## src/rtl/word_wr_ser_if.sv

```systemverilog
// rtl/word_wr_ser_if.sv - store request and byte write bus bundle for word_wr_ser
interface word_wr_ser_if #(
   parameter int AW = 13
);
   logic          start;
   logic [15:0]   word;
   logic [AW-1:0] addr_in;
   logic [7:0]    data;
   logic [AW-1:0] addr;
   logic          wr;
   logic          ack;
   logic          busy;
   logic          done;

   modport master (
      output start, word, addr_in, ack,
      input  data, addr, wr, busy, done
   );

   modport slave (
      input  start, word, addr_in, ack,
      output data, addr, wr, busy, done
   );
endinterface

```

## src/rtl/word_wr_ser.sv

```systemverilog
// rtl/word_wr_ser.sv - writes one 16-bit word as two byte writes at consecutive addresses
module word_wr_ser #(
   parameter int AW       = 13,
   parameter bit LO_FIRST = 1'b0
) (
   input  logic         clk,
   input  logic         rst_clk,
   word_wr_ser_if.slave bus
);
   localparam logic [1:0] S_IDLE   = 2'd0;
   localparam logic [1:0] S_FIRST  = 2'd1;
   localparam logic [1:0] S_SECOND = 2'd2;
   localparam logic [1:0] S_DONE   = 2'd3;

   logic [1:0]    state;
   logic [15:0]   word_q;
   logic [7:0]    data_q;
   logic [AW-1:0] addr_q;
   logic          wr_q;
   logic          busy_q;
   logic          done_q;

   always_ff @(posedge clk) begin
      if (rst_clk) begin
         state  <= S_IDLE;
         word_q <= 16'h0000;
         data_q <= 8'h00;
         addr_q <= '0;
         wr_q   <= 1'b0;
         busy_q <= 1'b0;
         done_q <= 1'b0;
      end else begin
         case (state)
            S_IDLE: begin
               done_q <= 1'b0;
               if (bus.start) begin
                  word_q <= bus.word;
                  addr_q <= bus.addr_in;
                  data_q <= LO_FIRST ? bus.word[7:0] : bus.word[15:8];
                  wr_q   <= 1'b1;
                  busy_q <= 1'b1;
                  state  <= S_FIRST;
               end else begin
                  data_q <= 8'h00;
                  wr_q   <= 1'b0;
                  busy_q <= 1'b0;
               end
            end
            S_FIRST: begin
               // second byte follows immediately; the address increment wraps at 2^AW
               if (bus.ack) begin
                  addr_q <= addr_q + {{(AW-1){1'b0}}, 1'b1};
                  data_q <= LO_FIRST ? word_q[15:8] : word_q[7:0];
                  state  <= S_SECOND;
               end
            end
            S_SECOND: begin
               if (bus.ack) begin
                  data_q <= 8'h00;
                  wr_q   <= 1'b0;
                  done_q <= 1'b1;
                  state  <= S_DONE;
               end
            end
            S_DONE: begin
               done_q <= 1'b0;
               busy_q <= 1'b0;
               state  <= S_IDLE;
            end
            default: begin
               state  <= S_IDLE;
               word_q <= 16'h0000;
               data_q <= 8'h00;
               addr_q <= '0;
               wr_q   <= 1'b0;
               busy_q <= 1'b0;
               done_q <= 1'b0;
            end
         endcase
      end
   end

   assign bus.data = data_q;
   assign bus.addr = addr_q;
   assign bus.wr   = wr_q;
   assign bus.busy = busy_q;
   assign bus.done = done_q;
endmodule

```

## src/flat_wrapper.sv

```systemverilog
// flat-port wrapper written by rule: the top's interface ports become plain ports
module word_wr_ser_flat 
#(
   parameter int AW       = 13,
   parameter bit LO_FIRST = 1'b0
)
  (clk, rst_clk, bus_start, bus_word, bus_addr_in, bus_ack, bus_data, bus_addr, bus_wr, bus_busy, bus_done);
  word_wr_ser_if #(.AW(AW)) bus_i ();
  input  logic clk;
  input  logic rst_clk;
  input wire logic [$bits(bus_i.start)-1:0] bus_start;
  input wire logic [$bits(bus_i.word)-1:0] bus_word;
  input wire logic [$bits(bus_i.addr_in)-1:0] bus_addr_in;
  input wire logic [$bits(bus_i.ack)-1:0] bus_ack;
  output wire logic [$bits(bus_i.data)-1:0] bus_data;
  output wire logic [$bits(bus_i.addr)-1:0] bus_addr;
  output wire logic [$bits(bus_i.wr)-1:0] bus_wr;
  output wire logic [$bits(bus_i.busy)-1:0] bus_busy;
  output wire logic [$bits(bus_i.done)-1:0] bus_done;
  assign bus_i.start = bus_start;
  assign bus_i.word = bus_word;
  assign bus_i.addr_in = bus_addr_in;
  assign bus_i.ack = bus_ack;
  assign bus_data = bus_i.data;
  assign bus_addr = bus_i.addr;
  assign bus_wr = bus_i.wr;
  assign bus_busy = bus_i.busy;
  assign bus_done = bus_i.done;
  word_wr_ser #(.AW(AW), .LO_FIRST(LO_FIRST)) u_core (.clk(clk), .rst_clk(rst_clk), .bus(bus_i));
endmodule
```

## config.mk

```make
export PLATFORM = sky130hd
export DESIGN_NAME = word_wr_ser_flat
export DESIGN_NICKNAME = d
export VERILOG_FILES = /design/src/rtl/word_wr_ser_if.sv /design/src/rtl/word_wr_ser.sv /design/src/flat_wrapper.sv
export SDC_FILE = /design/constraint.sdc
export NUM_CORES = 1
export LEC_CHECK = 0
export ABC_AREA = 1
export CAP_MARGIN = 40
export CORE_MARGIN = 2
export CORE_UTILIZATION = 42
export CTS_CLUSTER_SIZE = 8
export DETAILED_ROUTE_END_ITERATION = 6
export GPL_TIMING_DRIVEN = 1
export PLACE_DENSITY = 0.79
export SLEW_MARGIN = 20
export SYNTH_ARGS = -nofsm -noshare
export SYNTH_HDL_FRONTEND = slang
export SYNTH_SLANG_ARGS = --single-unit
```

## constraint.sdc

```tcl
create_clock -name clk -period 1.31 [get_ports clk]
set_input_delay 0.262 -clock clk [delete_from_list [all_inputs] [get_ports clk]]
set_output_delay 0.262 -clock clk [all_outputs]
set_load 0.02 [all_outputs]
```

==> results.sh <==
export IMPL_p_per_area_mw_per_mm2=2400
export IMPL_final_nets=396
export IMPL_met2_usage_pct=44.7
export IMPL_finalWorstSetupSlack_ns=-0.195
export IMPL_drc_errors=0
export IMPL_vias=2168
export IMPL_cp_arrival_ns=1.68
export IMPL_drt_wl_total_mm=5.88
export IMPL_detail_route_antenna_nets=0
export IMPL_grt_max_degree=19
export IMPL_cts_sinks=34
export IMPL_setup_viol=23
export IMPL_ir_worst_vdd_mv=1.31
export IMPL_drv_slew=0
export IMPL_p_leak_nw=1.29
export IMPL_rsz0062_at_grt="yes"
export IMPL_hold_viol=0
export IMPL_synth_cells=262
export IMPL_synthTopCellsByCount="nand2_1 (53), nor2_1 (38), dfxtp_1 (34), nand3_1 (27), o21ai_0 (25)"
export IMPL_tritoncts="built"
export IMPL_routabilityCongestion=0.834
export IMPL_core_area_mm2=0.00426
export IMPL_grt_overflow_total=0
export IMPL_ys_ff_latch=34
export IMPL_clk_path_buf_depth=2
export IMPL_dpl_worst_slack_ns=-0.359
export IMPL_ys_async_sr_fraction_pct=0
export IMPL_die_x_um=70.0
export IMPL_track_usage_pct=24.4
export IMPL_synth_top_area_share_pct=37.2
export IMPL_synth_warnings=0
export IMPL_yosysTopAreaCell="dfxtp_1"
export IMPL_final_layout_size_suffix_gt1_share_pct=25.6
export IMPL_syn_nets=300
export IMPL_drtIter0Drc=144
export IMPL_synthTopCellsByArea="dfxtp_1 (37%), nand2_1 (11%), nor2_1 (7.8%)"
export IMPL_status="finished, violations left"
export IMPL_n_fill_cell=334
export IMPL_slew_headroom_pct=77.0
export IMPL_synth_adder_area_share_pct=3.42
export IMPL_avgRoutedWirePerCell_um=14.3
export IMPL_dp_hpwl_mm=3.72
export IMPL_fmax_ghz=0.665
export IMPL_endpoint_kind="flop"
export IMPL_busiest_layer="met2"
export IMPL_synth_xor_area_share_pct=0
export IMPL_portBuffers=56
export IMPL_placed_cells=390
export IMPL_required_ns=1.49
export IMPL_met1_usage_pct=27.3
export IMPL_syn_cell_area_mm2=0.00183
export IMPL_worstMarginPinSlew_ns=0.344
export IMPL_path_clk_slew_ns=0.07
export IMPL_drtPass1Iterations=5
export IMPL_path_max_fanout=7
export IMPL_fin_area_mm2=0.00302
export IMPL_synth_area_mux_share_pct=0
export IMPL_io_pins=57
export IMPL_numCtsBuffers=5
export IMPL_die_y_um=70.0
export IMPL_placed_area_mm2=0.00267
export IMPL_synth_top_family_by_area="simple AND/OR/NAND/NOR gates"
export IMPL_antenna_found_initial=0
export IMPL_clk_latency_ns=0.29
export IMPL_yosys_most_used_dff="dfxtp_1"
export IMPL_fin_crit_sh_pct=115
export IMPL_cts_root_buf="clkbuf_8"
export IMPL_grt_pass1_vias=2109
export IMPL_violations="negative setup slack"
export IMPL_yosysUniqueCellTypes=28
export IMPL_crit_type="reg2reg"
export IMPL_start_util_pct=43.0
export IMPL_antenna_cells=0
export IMPL_rows=24
export IMPL_hp_class="reg2reg"
export IMPL_ys_seq_area_share_pct=37.2
export IMPL_h_tree_depth=2
export IMPL_grt_pass1_wl_mm=9.52
export IMPL_cts_hold_buffers=0
export IMPL_die_area_mm2=0.00491
export IMPL_avgSynthCellArea_um2=6.99
export IMPL_yosys_area_share_simple_pct=31.5
export IMPL_instances_no_fill=411
export IMPL_via_per_inst=5.27
export IMPL_worstSetupStartpointType="flop"
export IMPL_synth_edf_count=0
export IMPL_synth_compound_area_share_pct=19.6
export IMPL_min_period_ns=1.50
export IMPL_synth_most_common_cell="nand2_1"
export IMPL_drv_cap=0
export IMPL_use_met3_pct=5.63
export IMPL_skew_ns=0.00538
export IMPL_areaGrowthSynthToFinish_pct=65.0
export IMPL_fin_tns_setup_ns=-3.22
==> repair_timing <==
item	4_1_cts	5_1_grt
gates cloned	2	1
setup buffers	9	2
gates resized for setup	57	21
pin swaps	2	10
setup endpoints to repair	52	38
==> power by group <==
group / internal [mW] / leakage [nW] / switching (mW)
Combinational: 2.23 / 0.960 / 2.48
Clock: 0.424 / 0.0482 / 0.396
Sequential: 1.43 / 0.282 / 0.282
==> layout by cell type (no fill, tap or decap), types with 2 or more instances in the layout <==
cell type and n:
nand2_1 48, dfxtp_2 3, o21ai_1 8, nand4_1 4, a21oi_2 2, dlygate4sd2_1 20, inv_2 3, buf_6 6
nand3_1 27, inv_1 10, clkbuf_8 6, o21ai_0 16, nand3b_1 4, o21ai_4 2, buf_4 34, a31oi_2 2
o21ai_2 4, dfxtp_1 30, clkinv_2 3, ha_1 2, nor2_1 33, buf_12 3, nand2_2 4, nor2_4 4
nand2_4 2, a31oi_1 7, clkdlybuf4s50_1 30, inv_4 3, ha_4 3, nor3_1 3, a21oi_1 15, clkdlybuf4s15_1 4
==> sequential cells by signal, summed over array words and instances (netlist names) <==
signal           cells
u_core.bus.addr     13
u_core.bus.data      8
u_core.word_q        8
u_core.state         2
u_core.bus.busy      1
u_core.bus.done      1
u_core.bus.wr        1
==> logic make-up after synthesis <==
group                      count (synthesis)
DFF                                       34
and+or+nand+nor                          131
adders and majority gates                  5
buffers and inverters                     31
AOI/OAI and AO/OA                         61
==> worst paths after layout <==
kind / from / to / slack, ns / cells past startpoint
worst max-delay path: u_core.state[1] / u_core.bus.addr[4] / -0.19 / 8
worst min-delay path: u_core.bus.wr / u_core.bus.wr / 0.49 / 2
worst max register to register: u_core.state[1] / u_core.bus.addr[4] / -0.19 / 8
worst min register to register: u_core.bus.wr / u_core.bus.wr / 0.49 / 2
==> metrics by stage <==
step	hold WS (ns)	total power, mW	util, %
6_report	0.485	7.25	70.9
4_1_cts	0.465	6.80	69.0
3_5_place_dp	0.458	5.38	62.6
2_1_floorplan	0.331	3.90	-
5_1_grt	0.500	7.73	70.9
3_3_place_gp	0.452	5.30	62.6
==> worst max-delay path: stages, from the launching register on <==
cell and delay [ns]:
dfxtp_2 0.33, inv_2 0.11, ha_4 0.21, clkinvlp_4 0.19, a21oi_4 0.19, buf_6 0.15
o21ai_0 0.09, nand2_1 0.07, a21oi_1 0.06
==> area by class of cell <==
cell class                 count  area, µm²  share of cell area (%)
clock inverter                 1       5.00                   0.166
inverter                      19       85.1                    2.82
tap                           52       65.1                    2.15
multi-input combinational    197       1120                    37.2
timing repair buffer         101        968                    32.0
clock buffer                   7       86.3                    2.86
sequential                    34        688                    22.8
==> per-layer routing <==
| metal | vias to the layer above | share of wire (%) |
|---|---|---|
| met5 | - | 0 |
| met4 | 0 | 2.0 |
| met3 | 14 | 5.8 |
| met2 | 92 | 52 |
| met1 | 987 | 40 |
| li1 | 1075 | - |
(Power assumes the default switching activity.)
